[config.mk]
export PLATFORM = sky130hd
export DESIGN_NAME = pipeline_ctrl_flat
export DESIGN_NICKNAME = d
export VERILOG_FILES = /design/src/rtl/pipeline_ctrl_pkg.sv /design/src/rtl/pipeline_ctrl_if.sv /design/src/rtl/pipeline_ctrl_sat_counter.sv /design/src/rtl/pipeline_ctrl.sv /design/src/flat_wrapper.sv
export SDC_FILE = /design/constraint.sdc
export NUM_CORES = 1
export LEC_CHECK = 0
export BUFFER_PORTS_ARGS = -buffer_cell sky130_fd_sc_hd__clkbuf_2
export CAP_MARGIN = 10
export CORE_MARGIN = 8
export CORE_UTILIZATION = 41
export DETAILED_ROUTE_END_ITERATION = 16
export HOLD_SLACK_MARGIN = 0.05
export PLACE_DENSITY = 0.85
export SETUP_SLACK_MARGIN = 0.15
export SLEW_MARGIN = 20
export SYNTH_ARGS = -nofsm -noshare
export SYNTH_HDL_FRONTEND = slang
export SYNTH_SLANG_ARGS = --single-unit
[constraint.sdc]
create_clock -name clk -period 2.2 [get_ports clk]
set_clock_uncertainty 0.15 [all_clocks]
set_input_delay 0.11 -clock clk [delete_from_list [all_inputs] [get_ports clk]]
set_output_delay 0.11 -clock clk [all_outputs]
set_load 0.01 [all_outputs]
[src/rtl/pipeline_ctrl_pkg.sv]
// Shared definitions for the pipeline stall/flush sequencer: data width,
// reset PC and the data-wait FSM state encoding.
package pipeline_ctrl_pkg;

  localparam int XLEN = 32;
  localparam logic [XLEN-1:0] RESET_PC = 32'h0000_0000;

  typedef enum logic [0:0] {
    PCTL_RUN   = 1'b0,
    PCTL_DWAIT = 1'b1
  } pctl_state_e;

  function automatic logic src_match(input logic uses, input logic [4:0] src, input logic [4:0] rd);
    return uses && (src == rd);
  endfunction

endpackage

[src/rtl/pipeline_ctrl_if.sv]
// Hazard inputs and stall/flush/redirect outputs between the pipeline and
// its central controller. The controller sits on the slave modport.
interface pipeline_ctrl_if #(
  parameter int CNT_W = 16
) ();
  logic [4:0]                         id_rs1_addr;
  logic [4:0]                         id_rs2_addr;
  logic                               id_uses_rs1;
  logic                               id_uses_rs2;
  logic                               ex_MemRead;
  logic [4:0]                         ex_rd_addr;
  logic                               mem_MemRead;
  logic                               mem_MemWrite;
  logic                               mem_branch_taken;
  logic [pipeline_ctrl_pkg::XLEN-1:0] mem_branch_target;
  logic                               imem_ready;
  logic                               dmem_ready;

  logic                               pc_stall;
  logic                               pc_redirect;
  logic [pipeline_ctrl_pkg::XLEN-1:0] pc_target;
  logic                               if_id_stall;
  logic                               if_id_flush;
  logic                               id_ex_stall;
  logic                               id_ex_flush;
  logic                               ex_mem_stall;
  logic                               ex_mem_flush;
  logic                               mem_wb_stall;
  logic                               mem_wb_flush;
  logic                               dmem_req;
  logic                               dmem_timeout;
  logic [CNT_W-1:0]                   bubble_count;
  logic [CNT_W-1:0]                   redirect_count;
  logic [CNT_W-1:0]                   freeze_count;

  modport master (
    output id_rs1_addr, id_rs2_addr, id_uses_rs1, id_uses_rs2,
           ex_MemRead, ex_rd_addr, mem_MemRead, mem_MemWrite,
           mem_branch_taken, mem_branch_target, imem_ready, dmem_ready,
    input  pc_stall, pc_redirect, pc_target, if_id_stall, if_id_flush,
           id_ex_stall, id_ex_flush, ex_mem_stall, ex_mem_flush,
           mem_wb_stall, mem_wb_flush, dmem_req, dmem_timeout,
           bubble_count, redirect_count, freeze_count
  );

  modport slave (
    input  id_rs1_addr, id_rs2_addr, id_uses_rs1, id_uses_rs2,
           ex_MemRead, ex_rd_addr, mem_MemRead, mem_MemWrite,
           mem_branch_taken, mem_branch_target, imem_ready, dmem_ready,
    output pc_stall, pc_redirect, pc_target, if_id_stall, if_id_flush,
           id_ex_stall, id_ex_flush, ex_mem_stall, ex_mem_flush,
           mem_wb_stall, mem_wb_flush, dmem_req, dmem_timeout,
           bubble_count, redirect_count, freeze_count
  );
endinterface

[src/rtl/pipeline_ctrl_sat_counter.sv]
// Event counter that sticks at all ones instead of wrapping.
module sat_counter #(
  parameter int W = 16
) (
  input  logic         clk,
  input  logic         reset,
  input  logic         inc,
  output logic [W-1:0] count
);

  always_ff @(posedge clk) begin
    if (reset) begin
      count <= '0;
    end else if (inc && (count != '1)) begin
      count <= count + 1'b1;
    end
  end

endmodule

[src/rtl/pipeline_ctrl.sv]
// Central stall/flush sequencer: load-use bubbles, MEM-stage redirects,
// fetch waits and data-memory waits with a timeout watchdog.
module pipeline_ctrl
  import pipeline_ctrl_pkg::*;
#(
  parameter int DMEM_TIMEOUT = 16,
  parameter int CNT_W        = 16,
  parameter int WC_W         = $clog2(DMEM_TIMEOUT + 1)
) (
  input  logic              clk,
  input  logic              reset,
  pipeline_ctrl_if.slave    bus,
  output pctl_state_e       o_dbg_state,
  output logic [WC_W-1:0]   o_dbg_wait_cnt
);

  localparam logic [WC_W-1:0] TMO = WC_W'(DMEM_TIMEOUT);

  pctl_state_e     r_state;
  pctl_state_e     w_next_state;
  logic [WC_W-1:0] r_wait_cnt;
  logic [WC_W-1:0] w_next_wait_cnt;
  logic            r_dmem_timeout;
  logic            w_mem_acc;
  logic            w_abort;
  logic            w_freeze;
  logic            w_load_use;
  logic            w_branch_win;
  logic            w_bubble_win;
  logic            w_freeze_cnt;

  assign w_mem_acc  = bus.mem_MemRead | bus.mem_MemWrite;
  assign w_abort    = (r_state == PCTL_DWAIT) && (r_wait_cnt == TMO) && !bus.dmem_ready;
  assign w_freeze   = w_mem_acc && !bus.dmem_ready && !w_abort;
  assign w_load_use = bus.ex_MemRead && (bus.ex_rd_addr != 5'd0) &&
                      (src_match(bus.id_uses_rs1, bus.id_rs1_addr, bus.ex_rd_addr) ||
                       src_match(bus.id_uses_rs2, bus.id_rs2_addr, bus.ex_rd_addr));

  // Counters record which rule won the priority, so freeze masks the rest.
  assign w_branch_win = !reset && !w_freeze && bus.mem_branch_taken;
  assign w_bubble_win = !reset && !w_freeze && !bus.mem_branch_taken && w_load_use;
  assign w_freeze_cnt = !reset && w_freeze;

  always_ff @(posedge clk) begin
    if (reset) begin
      r_state        <= PCTL_RUN;
      r_wait_cnt     <= '0;
      r_dmem_timeout <= 1'b0;
    end else begin
      r_state    <= w_next_state;
      r_wait_cnt <= w_next_wait_cnt;
      if (w_abort) begin
        r_dmem_timeout <= 1'b1;
      end
    end
  end

  // Leaving DWAIT covers completion, abort and the unexpected loss of mem_acc.
  always_comb begin
    w_next_state    = r_state;
    w_next_wait_cnt = r_wait_cnt;
    case (r_state)
      PCTL_RUN: begin
        if (w_freeze) begin
          w_next_state    = PCTL_DWAIT;
          w_next_wait_cnt = WC_W'(1);
        end else begin
          w_next_wait_cnt = '0;
        end
      end
      PCTL_DWAIT: begin
        if (w_freeze) begin
          w_next_wait_cnt = r_wait_cnt + 1'b1;
        end else begin
          w_next_state    = PCTL_RUN;
          w_next_wait_cnt = '0;
        end
      end
      default: begin
        w_next_state    = PCTL_RUN;
        w_next_wait_cnt = '0;
      end
    endcase
  end

  always_comb begin
    bus.pc_stall     = 1'b0;
    bus.pc_redirect  = 1'b0;
    bus.if_id_stall  = 1'b0;
    bus.if_id_flush  = 1'b0;
    bus.id_ex_stall  = 1'b0;
    bus.id_ex_flush  = 1'b0;
    bus.ex_mem_stall = 1'b0;
    bus.ex_mem_flush = 1'b0;
    bus.mem_wb_stall = 1'b0;
    bus.mem_wb_flush = 1'b0;
    if (!reset) begin
      if (w_freeze) begin
        bus.pc_stall     = 1'b1;
        bus.if_id_stall  = 1'b1;
        bus.id_ex_stall  = 1'b1;
        bus.ex_mem_stall = 1'b1;
        bus.mem_wb_flush = 1'b1;
      end else begin
        // An aborted access is dropped but the front of the pipe still moves.
        if (w_abort) begin
          bus.mem_wb_flush = 1'b1;
        end
        if (bus.mem_branch_taken) begin
          bus.pc_redirect  = 1'b1;
          bus.if_id_flush  = 1'b1;
          bus.id_ex_flush  = 1'b1;
          bus.ex_mem_flush = 1'b1;
        end else if (w_load_use) begin
          bus.pc_stall    = 1'b1;
          bus.if_id_stall = 1'b1;
          bus.id_ex_flush = 1'b1;
        end else if (!bus.imem_ready) begin
          bus.pc_stall    = 1'b1;
          bus.if_id_flush = 1'b1;
        end
      end
    end
  end

  assign bus.pc_target    = bus.mem_branch_target;
  assign bus.dmem_req     = w_mem_acc;
  assign bus.dmem_timeout = r_dmem_timeout;
  assign o_dbg_state      = r_state;
  assign o_dbg_wait_cnt   = r_wait_cnt;

  sat_counter #(.W(CNT_W)) u_bubble_cnt (
    .clk   (clk),
    .reset (reset),
    .inc   (w_bubble_win),
    .count (bus.bubble_count)
  );

  sat_counter #(.W(CNT_W)) u_redirect_cnt (
    .clk   (clk),
    .reset (reset),
    .inc   (w_branch_win),
    .count (bus.redirect_count)
  );

  sat_counter #(.W(CNT_W)) u_freeze_cnt (
    .clk   (clk),
    .reset (reset),
    .inc   (w_freeze_cnt),
    .count (bus.freeze_count)
  );

endmodule

[src/flat_wrapper.sv]
// flat-port wrapper written by rule: the top's interface ports become plain ports
module pipeline_ctrl_flat import pipeline_ctrl_pkg::*;
#(
  parameter int DMEM_TIMEOUT = 16,
  parameter int CNT_W        = 16,
  parameter int WC_W         = $clog2(DMEM_TIMEOUT + 1)
)
  (clk, reset, o_dbg_state, o_dbg_wait_cnt, bus_id_rs1_addr, bus_id_rs2_addr, bus_id_uses_rs1, bus_id_uses_rs2, bus_ex_MemRead, bus_ex_rd_addr, bus_mem_MemRead, bus_mem_MemWrite, bus_mem_branch_taken, bus_mem_branch_target, bus_imem_ready, bus_dmem_ready, bus_pc_stall, bus_pc_redirect, bus_pc_target, bus_if_id_stall, bus_if_id_flush, bus_id_ex_stall, bus_id_ex_flush, bus_ex_mem_stall, bus_ex_mem_flush, bus_mem_wb_stall, bus_mem_wb_flush, bus_dmem_req, bus_dmem_timeout, bus_bubble_count, bus_redirect_count, bus_freeze_count);
  pipeline_ctrl_if #(.CNT_W(CNT_W)) bus_i ();
  input  logic clk;
  input  logic reset;
  output pctl_state_e o_dbg_state;
  output logic [WC_W-1:0] o_dbg_wait_cnt;
  input wire logic [$bits(bus_i.id_rs1_addr)-1:0] bus_id_rs1_addr;
  input wire logic [$bits(bus_i.id_rs2_addr)-1:0] bus_id_rs2_addr;
  input wire logic [$bits(bus_i.id_uses_rs1)-1:0] bus_id_uses_rs1;
  input wire logic [$bits(bus_i.id_uses_rs2)-1:0] bus_id_uses_rs2;
  input wire logic [$bits(bus_i.ex_MemRead)-1:0] bus_ex_MemRead;
  input wire logic [$bits(bus_i.ex_rd_addr)-1:0] bus_ex_rd_addr;
  input wire logic [$bits(bus_i.mem_MemRead)-1:0] bus_mem_MemRead;
  input wire logic [$bits(bus_i.mem_MemWrite)-1:0] bus_mem_MemWrite;
  input wire logic [$bits(bus_i.mem_branch_taken)-1:0] bus_mem_branch_taken;
  input wire logic [$bits(bus_i.mem_branch_target)-1:0] bus_mem_branch_target;
  input wire logic [$bits(bus_i.imem_ready)-1:0] bus_imem_ready;
  input wire logic [$bits(bus_i.dmem_ready)-1:0] bus_dmem_ready;
  output wire logic [$bits(bus_i.pc_stall)-1:0] bus_pc_stall;
  output wire logic [$bits(bus_i.pc_redirect)-1:0] bus_pc_redirect;
  output wire logic [$bits(bus_i.pc_target)-1:0] bus_pc_target;
  output wire logic [$bits(bus_i.if_id_stall)-1:0] bus_if_id_stall;
  output wire logic [$bits(bus_i.if_id_flush)-1:0] bus_if_id_flush;
  output wire logic [$bits(bus_i.id_ex_stall)-1:0] bus_id_ex_stall;
  output wire logic [$bits(bus_i.id_ex_flush)-1:0] bus_id_ex_flush;
  output wire logic [$bits(bus_i.ex_mem_stall)-1:0] bus_ex_mem_stall;
  output wire logic [$bits(bus_i.ex_mem_flush)-1:0] bus_ex_mem_flush;
  output wire logic [$bits(bus_i.mem_wb_stall)-1:0] bus_mem_wb_stall;
  output wire logic [$bits(bus_i.mem_wb_flush)-1:0] bus_mem_wb_flush;
  output wire logic [$bits(bus_i.dmem_req)-1:0] bus_dmem_req;
  output wire logic [$bits(bus_i.dmem_timeout)-1:0] bus_dmem_timeout;
  output wire logic [$bits(bus_i.bubble_count)-1:0] bus_bubble_count;
  output wire logic [$bits(bus_i.redirect_count)-1:0] bus_redirect_count;
  output wire logic [$bits(bus_i.freeze_count)-1:0] bus_freeze_count;
  assign bus_i.id_rs1_addr = bus_id_rs1_addr;
  assign bus_i.id_rs2_addr = bus_id_rs2_addr;
  assign bus_i.id_uses_rs1 = bus_id_uses_rs1;
  assign bus_i.id_uses_rs2 = bus_id_uses_rs2;
  assign bus_i.ex_MemRead = bus_ex_MemRead;
  assign bus_i.ex_rd_addr = bus_ex_rd_addr;
  assign bus_i.mem_MemRead = bus_mem_MemRead;
  assign bus_i.mem_MemWrite = bus_mem_MemWrite;
  assign bus_i.mem_branch_taken = bus_mem_branch_taken;
  assign bus_i.mem_branch_target = bus_mem_branch_target;
  assign bus_i.imem_ready = bus_imem_ready;
  assign bus_i.dmem_ready = bus_dmem_ready;
  assign bus_pc_stall = bus_i.pc_stall;
  assign bus_pc_redirect = bus_i.pc_redirect;
  assign bus_pc_target = bus_i.pc_target;
  assign bus_if_id_stall = bus_i.if_id_stall;
  assign bus_if_id_flush = bus_i.if_id_flush;
  assign bus_id_ex_stall = bus_i.id_ex_stall;
  assign bus_id_ex_flush = bus_i.id_ex_flush;
  assign bus_ex_mem_stall = bus_i.ex_mem_stall;
  assign bus_ex_mem_flush = bus_i.ex_mem_flush;
  assign bus_mem_wb_stall = bus_i.mem_wb_stall;
  assign bus_mem_wb_flush = bus_i.mem_wb_flush;
  assign bus_dmem_req = bus_i.dmem_req;
  assign bus_dmem_timeout = bus_i.dmem_timeout;
  assign bus_bubble_count = bus_i.bubble_count;
  assign bus_redirect_count = bus_i.redirect_count;
  assign bus_freeze_count = bus_i.freeze_count;
  pipeline_ctrl #(.DMEM_TIMEOUT(DMEM_TIMEOUT), .CNT_W(CNT_W), .WC_W(WC_W)) u_core (.clk(clk), .reset(reset), .bus(bus_i), .o_dbg_state(o_dbg_state), .o_dbg_wait_cnt(o_dbg_wait_cnt));
endmodule
* After elaboration in Yosys (flattened, before gate mapping) *
Index checks and enable logic that the tools add are counted.

word-level totals
  bits of input ports = 57
  word-level logic and storage cells = 68
  register bits = 55

operators by class
  reduce and logical (&&, ||, !) cells = 23
  muxes and demuxes = 27
  add/subtract/negate cells = 4
  bitwise gates (word level) = 2
  eq/ne operators = 6

operator list
  kind                                            count
  adder 16 x 1 -> 16 bit (second input constant)  3
  != test 16 bit (second input constant)          3
  two-way mux 1 bit                               25
  logical AND 1 bit                               16
  equality test 5 bit                             2
  case mux 5 bit (2 select lines)                 1
  adder 5 x 1 -> 5 bit (second input constant)    1
  equality test 5 bit (second input constant)     1
  logical NOT 1 bit                               5
  two-way mux 5 bit                               1
  nonzero test 5 bit                              1
  logical OR 1 bit                                1
  inverter 1 bit                                  1
  OR 1 bit                                        1

* Longest topological paths before layout *
Gate-level depths: netlist of run 1.

  word-level depth = 10
  gate-level depth with buffers = 11
  gate-level depth less buffers = 10

* Modules after synthesis *
From an unflattened synthesis of run 1, not the netlist that was laid out.

unflattened totals
  cell total of the unflattened synthesis = 397
  area, all modules = 3,316.9 µm²

modules (own cells, without submodules)
  module         area each (µm²)  times used  cells each
  sat_counter    848.3            3           99
  pipeline_ctrl  772.0            1           100

* Worst setup path before layout of run 1 *
Ideal clock, no wire load.

  path kind = reg2reg
  start = reg u_core.r_wait_cnt[0] (netlist: u_core.o_dbg_wait_cnt[0])
  end = reg u_core.u_freeze_cnt.count[13]
  setup slack = -20 ps
  setup time = 128 ps
  buffers on the path = 0
  arrival = 1,943 ps
  period minus slack after synthesis = 2,220 ps
  cell stages (with the launch flop) = 11
  path through = dfxtp_1 -> inv_1 -> ha_1 -> and4bb_1 -> nand2_1 -> nand2_1 -> inv_2 -> o21ai_2 -> or4_1 -> xor2_1 -> nor2_1

between the ends
  longest elaborated chain between the ends = 7

ends and longest elaborated chain
  what                            RTL line                         text
  start: declaration              pipeline_ctrl.sv:21              logic [WC_W-1:0] r_wait_cnt;
  start signal: assignment        pipeline_ctrl.sv:51              r_wait_cnt <= w_next_wait_cnt;
  equality test 5 bit             pipeline_ctrl.sv:33              assign w_abort = (r_state == PCTL_DWAIT) && (r_wait_cnt == TMO) && !bus.dmem_ready;
  logical AND 1 bit (2 in a row)  pipeline_ctrl.sv:33
  logical NOT 1 bit               pipeline_ctrl.sv:34              assign w_freeze = w_mem_acc && !bus.dmem_ready && !w_abort;
  logical AND 1 bit               pipeline_ctrl.sv:34
  logical AND 1 bit               pipeline_ctrl.sv:42              assign w_freeze_cnt = !reset && w_freeze;
  logical AND 1 bit               pipeline_ctrl_sat_counter.sv:14  end else if (inc && (count != '1)) begin
  end signal: assignment          pipeline_ctrl_sat_counter.sv:15  count <= count + 1'b1;
  end: declaration                pipeline_ctrl_sat_counter.sv:8   output logic [W-1:0] count

Every way passes these cells.
A chain may end at the register's enable or synchronous reset.

* Worst setup path after layout of run 1 *
  start = reg u_core.r_wait_cnt[0] (netlist: u_core.o_dbg_wait_cnt[0])
  end = reg u_core.u_bubble_cnt.count[13]

between the ends
  longest elaborated chain between the ends = 10

ends and longest elaborated chain
  what                            RTL line                         text
  equality test 5 bit             pipeline_ctrl.sv:33
  logical AND 1 bit (2 in a row)  pipeline_ctrl.sv:33
  logical NOT 1 bit               pipeline_ctrl.sv:34
  logical AND 1 bit               pipeline_ctrl.sv:34
  logical NOT 1 bit               pipeline_ctrl.sv:41              assign w_bubble_win = !reset && !w_freeze && !bus.mem_branch_taken && w_load_use;
  logical AND 1 bit (3 in a row)  pipeline_ctrl.sv:41
  logical AND 1 bit               pipeline_ctrl_sat_counter.sv:14
  end signal: assignment          pipeline_ctrl_sat_counter.sv:15
  end: declaration                pipeline_ctrl_sat_counter.sv:8

Every way passes these cells.

==> reports/metrics.cfg, run 1 <==
[outcome]
outcome = finished, violations left
violations = negative setup slack

[grt]
antenna_found_initial = 0
grt_pass1_wl_um = 13120
grt_pass1_vias = 2846
grt.overflow.total = 0
met2_usage_pct = 26.96
grt_usage_pct = 15.41
met3_usage_pct = 4.223
use_met1_pct = 17.39
grt_max_degree = 48
busiest_layer = met2

[worst_setup_path]
cp_slowest_cell = or4_4
timing.critical_path.from = u_core.o_dbg_wait_cnt[0]
critical_path_class = register to register
cp-start-kind = register
worstPathMaxFanout = 6
cp_top_family = simple AND/OR/NAND/NOR gates
max_stage_delay_ns = 0.54
worstPathRequired_ns = 2.30
path_cells = inv_4 > ha_4 > and4bb_2 > a22o_4 > buf_6 > nand2_2 > a211o_1 > or4_4 > a21oi_2
endpoint_kind = register
arrival_ns = 2.36
r2r-start = u_core.o_dbg_wait_cnt[0]
worst-path-buf-inv = 2

[detailed_routing]
drt-total-wl_um = 8684
ant_nets = 0
first_iter_violations = 112
route.detailed.drc = 0
num_vias = 2892
dr.pass1.iters = 4
via_per_inst = 5.316
wl_per_cell_um = 15.96

[sta]
rsz0062_at_grt = yes
post-route-min-period_ns = 2.253
tns_ns = -0.2073
setup_viol = 8
relSlewSlack_pct = 66.20
max_freq_mhz = 443.8
tightest_slew_ns = 0.5069
fin_ws_ns = -0.05328
post-route-period-util_pct = 102.4
timing.final.hold_violations = 0
slew_viol_final = 0

[layout]
layout_common_cells = clkbuf_2 (83), dfxtp_1 (49), nor2_1 (41)
diodes = 0
design_area_um2 = 3990
fin_util_pct = 55.61
finish.net_count = 506
final_common_cell = clkbuf_2
final_cells = 544
drive_gt1_share_pct = 40.67
fillers = 652
syn_to_final_growth_pct = 32.16

[synth]
yosysTopAreaCell = dfxtp_1
ys_types = 43
ys_warn_count = 0
synth-xor-area-share_pct = 11.31
synthMuxAreaShare_pct = 2.072
synth_compound_area_share_pct = 9.739
yosysSeqAreaShare_pct = 36.47
yosys.area.top_type_share_pct = 36.47
synthFlopType = dfxtp_1
yosys.area_share.adder_pct = 2.072
synth-edff-count = 0
synth_cells = 362
async_flop_share_pct = 0
synth-simple-area-share_pct = 26.90
netlist_area_um2 = 3019
synth_nets = 424
synth_seq_cells = 55
synth_top_family_by_area = simple AND/OR/NAND/NOR gates
synth_top_cells_by_area = dfxtp_1 (36%), buf_4 (9.0%), xor2_1 (5.8%), xnor2_1 (5.5%), nor2_1 (5.3%)
syn_area_per_cell_um2 = 8.340

[clocking]
clock_path_buffers = 2
clock_latency_ns = 0.31
cts_tree = yes
cts-root-buf = clkbuf_8
htreeDepth = 2
clkSlewWorstSetupHoldPaths_ns = 0.11
cts_sinks = 55
cts_buffers = 5

[pwr]
p_per_area_nw_per_um2 = 455.2
p_leak_uw = 0.001665
totalPowerFinal_uw = 1816
vdd.ir_drop.worst_v = 0.0002631

[die]
coreArea_um2 = 7176
start_util_pct = 42.07
die_h_um = 101.8
rows = 31
dieArea_um2 = 10370
ios = 155
die_w_um = 101.8

[placed_design]
placedCellCount = 516
globalplace.congestion = 0.8149
placed_cell_area_um2 = 3432
hpwl_um = 6023
port_buffers = 89

[run]
maxCapViolCount = 0

[worst_hold_path]
hp-start = bus_mem_branch_target[10]
hp-class = primary input to primary output

-- area by class of cell --
| cell class | instances | area, um^2 | share of cell area, % |
|---|---|---|---|
| Inverter | 8 | 35.03 | 0.8780 |
| Sequential cell | 55 | 1114 | 27.91 |
| Tap cell | 99 | 123.9 | 3.104 |
| Clock buffer | 6 | 82.58 | 2.070 |
| Clock inverter | 2 | 16.27 | 0.4077 |
| Multi-Input combinational cell | 254 | 1843 | 46.19 |
| Timing Repair Buffer | 120 | 775.7 | 19.44 |
-- kinds of logic (layout without fill, tap and decap cells) --
kind of cell | after synthesis | count (layout)
xor gates and xnor gates | 39 | 39
muxes | 6 | 6
other | 1 | 1
AOI/OAI and AO/OA | 47 | 48
adders and majority gates | 5 | 5
and+or+nand+nor | 155 | 155
buffers and inverters | 54 | 136
DFF | 55 | 55
-- synthesized netlist by cell type, types with 2 or more instances --
cell and number:
nand4_1 17, nor3_1 4, and2_1 6, mux2i_1 4, inv_1 7, buf_2 3, buf_4 36, clkbuf_1 6
nand3_1 21, dfxtp_1 55, and4_1 4, o21ai_0 13, nor2b_1 4, or3_1 11, a21oi_1 18, nor2_1 43
xor2_1 20, o31ai_1 5, o21a_1 3, or4_1 7, xnor2_1 19, mux2_1 2, nand2_1 24, and3_1 7
ha_1 5
-- final timing paths --
| path | slack [ns] | cells past startpoint | endpoint |
|---|---|---|---|
| worst max-delay path | -0.05 | 9 | u_core.u_bubble_cnt.count[13] |
| worst min-delay path | 0.07 | 0 | bus_pc_target[10] |
| worst min register to register | 0.36 | 1 | u_core.u_freeze_cnt.count[15] |
| worst max register to register | -0.05 | 9 | u_core.u_bubble_cnt.count[13] |
-- repair_timing --
action / 4_1_cts / 5_1_grt
endpoints found under the hold margin: 4 / 0
endpoints found under the setup margin: 42 / 49
cloned: 1 / 1
pin swaps: 7 / 20
buffers inserted: 7 / 10
gates resized for setup: 17 / 51
hold buffers: 1 / 0
-- flip-flops by register name, summed over array words and instances (netlist names) --
register,flops
u_core.u_bubble_cnt.count,16
u_core.u_freeze_cnt.count,16
u_core.u_redirect_cnt.count,16
u_core.o_dbg_wait_cnt,5
u_core.bus.dmem_timeout,1
u_core.o_dbg_state,1
-- stage by stage --
step                      setup WS (ns)  hold WS, ns
after CTS                       0.01346      0.05370
final                          -0.05328      0.07000
after floorplan                  0.1118       0.1618
after global routing            -0.1323      0.07002
after global placement          0.09895      0.07007
after detailed placement       -0.01514      0.07007
-- metal layers --
metal	vias up	part of all wire, %
met2	83	51
met4	0	0.73
met3	6	6.9
met1	1420	41
met5	-	0
li1	1383	-
-- power breakdown --
part	internal (uW)	switching [uW]
clock network	258	339
registers	1000	7.77
logic	103	107
Power figures use the tool's default switching activity.
==> run 2: changes to the inputs <==
==> constraint.sdc (replaced) <==
create_clock -name clk -period 2 [get_ports clk]
set_clock_uncertainty 0.15 [all_clocks]
set_input_delay 0.1 -clock clk [delete_from_list [all_inputs] [get_ports clk]]
set_output_delay 0.1 -clock clk [all_outputs]
set_load 0.01 [all_outputs]
==> run 2 against run 1 <==
Effect of this change: the flow still finishes with violations (negative setup slack); sequential power rose by 9%; combinational power rose by 14%; clock power rose by 10%; hold slack got worse by 0.020 ns; design area rose by 6.6%; sequential cell count did not move; first-iteration DRC count fell by 17%; die area did not move; clock-buffer cell count did not move; fmax rose by 3.3%; wire length rose by 0.39%; sequential share of layout area fell by 1.7 points; critical path type unchanged; critical endpoint is now u_core.u_bubble_cnt.count[4].
==> reports/metrics.cfg, run 2 (synthesis results as in run 1) <==
[sta]
timing.final.hold_violations = 0  ; unchanged
post-route-period-util_pct = 109.1  ; +6.6 points
post-route-min-period_ns = 2.181  ; -0.07215 ns
rsz0062_at_grt = yes
fin_ws_ns = -0.1811  ; -0.1278 ns
slew_viol_final = 0  ; unchanged
max_freq_mhz = 458.5  ; +3.3%
setup_viol = 30  ; +22

[detailed_routing]
wl_met1_um = 3562  ; about the same
met3_length_um = 580  ; -3.5%
highest_layer = met4
ant_nets = 0  ; unchanged
first_iter_violations = 93  ; -17%
via_per_inst = 5.159  ; -3.0%
drt-total-wl_um = 8718  ; +0.39%
route.detailed.drc = 0  ; unchanged
dr.pass1.iters = 4  ; unchanged
num_vias = 2992  ; +3.5%
met2WireLength_um = 4436  ; -0.45%
wl_per_cell_um = 15.03  ; -5.8%

[worst_setup_path]
arrival_ns = 2.28  ; -0.08 ns
max_stage_delay_ns = 0.37  ; -0.17 ns
timing.critical_path.from = u_core.o_dbg_wait_cnt[0]
cp_slowest_cell = dfxtp_4
critPathMostFrequentCell = buf_6
worstPathMaxFanout = 8  ; +2
worstPathRequired_ns = 2.10  ; -0.20 ns
worstReg2RegEnd = u_core.u_bubble_cnt.count[4]
cp-start-kind = register
r2r_cells = 10  ; +1
path_cells = inv_4 > ha_4 > and4bb_2 > a22o_4 > nor4b_4 > nand2_2 > buf_6 > buf_6 > or3_1 > a21oi_2
crit_path_end = u_core.u_bubble_cnt.count[4]
r2r-start = u_core.o_dbg_wait_cnt[0]
endpoint_kind = register
critical_path_class = register to register
reg2reg_slack_ns = -0.18  ; -0.13 ns

[clocking]
clkSlewWorstSetupHoldPaths_ns = 0.10  ; about the same
htreeDepth = 2  ; unchanged
clock_latency_ns = 0.31  ; about the same
cts_tree = yes
cts_buffers = 5  ; unchanged
cts_sinks = 55  ; unchanged
cts-root-buf = clkbuf_8
clock_path_buffers = 2  ; unchanged

[pwr]
p_per_area_nw_per_um2 = 470.5  ; +3.4%
p_leak_uw = 0.001822  ; +9.5%
vdd.ir_drop.worst_v = 0.0002330  ; -11%
totalPowerFinal_uw = 2002  ; +10%

[worst_hold_path]
hp-class = primary input to primary output

[layout]
multiInputGateArea_um2 = 1874  ; +1.7%
fillers = 599  ; -8.1%
syn_to_final_growth_pct = 40.94
finish.net_count = 542  ; +7.1%
diodes = 0  ; unchanged
final_common_cell = clkbuf_2
final_cells = 580  ; +6.6%
seqCellArea_um2 = 1117  ; +0.34%
layout_common_cells = clkbuf_2 (83), buf_4 (56), dfxtp_1 (48)
drive_gt1_share_pct = 47.61  ; +6.9 points
reg.largest.list = u_core.u_bubble_cnt.count (16), u_core.u_freeze_cnt.count (16), u_core.u_redirect_cnt.count (16)

[outcome]
violations = negative setup slack
outcome = finished, violations left

[grt]
grt_pass1_vias = 2992  ; +5.1%
grt_pass1_wl_um = 13590  ; +3.5%
antenna_found_initial = 0  ; unchanged
grt.overflow.total = 0  ; unchanged
grt_usage_pct = 15.95  ; +0.54 points
grt_max_degree = 36  ; -25%

[placed_design]
hpwl_um = 6243  ; +3.7%
port_buffers = 89  ; unchanged
globalplace.congestion = 0.8115  ; -0.42%
placedCellCount = 559  ; +8.3%

[die]
die_h_um = 101.8  ; unchanged
ios = 155  ; unchanged
start_util_pct = 42.07  ; unchanged
coreArea_um2 = 7176  ; unchanged
rows = 31  ; unchanged
die_w_um = 101.8  ; unchanged
dieArea_um2 = 10370  ; unchanged

[run]
maxCapViolCount = 0  ; unchanged

run 2: worst min-delay path by stage:
stage                     depth (start not counted)                      start                end  slack (ns)
after global routing                              0  bus_mem_branch_target[17]  bus_pc_target[17]        0.05
after global placement                            0  bus_mem_branch_target[15]  bus_pc_target[15]        0.05
after detailed placement                          0  bus_mem_branch_target[15]  bus_pc_target[15]        0.05
final                                             0  bus_mem_branch_target[12]  bus_pc_target[12]        0.05
after floorplan                                   1   bus_mem_branch_target[0]   bus_pc_target[0]        0.14
after CTS                                         0  bus_mem_branch_target[15]  bus_pc_target[15]        0.05
run 2: stage by stage:
step	hold slack [ns]	utilization, %	TNS, ns	worst slack (ns)	cell area [um^2]
finish	0.05000	59.30	-2.853	-0.1811	4255
global route	0.05002	59.30	-6.073	-0.2660	4255
CTS	0.05007	56.02	-2.593	-0.1507	4020
detailed placement	0.05007	52.22	-1.307	-0.1562	3747
global placement	0.05007	52.22	-0.3095	-0.07865	3747
floorplan	0.1418	-	-0.2460	-0.06725	3092
run 2: area by class of cell:
class                   count  area share [%]
flip-flops and latches     55           26.26
repair buffers            156           23.64
clock inverters             2          0.3822
multi-input cells         254           44.05
well taps                  99           2.911
clock buffers               6           1.941
inverters                   8          0.8233
run 2: worst max-delay path: cells and delay by family, from the launching register on:
family | cells | cell delay (ns)
flops | 1 | 0.37
compound gates | 2 | 0.26
buf+inv | 3 | 0.30
fa+ha+maj | 1 | 0.11
simple gates | 4 | 0.94
run 2: timing repair:
item | in CTS | in global routing
endpoints found under the setup margin | 56 | 57
pin swaps | 11 | 25
setup buffers | 3 | 6
endpoints found under the hold margin | 3 | 0
cloned | 2 | 0
hold buffers | 2 | 0
resized for setup | 30 | 55
run 2: metal layers:
| metal | vias to the layer above | track usage [%] |
|---|---|---|
| met1 | 1442 | 18.09 |
| met3 | 18 | 4.700 |
| met5 | - | 0 |
| li1 | 1455 | - |
| met2 | 77 | 28.07 |
| met4 | 0 | 4.966 |
run 2: where the power goes:
group	total (uW)	switching [uW]	internal [uW]	leakage, uW
logic	239	123	116	0.00133
clock network	659	376	284	0.0000474
registers	1100	4.97	1100	0.000448
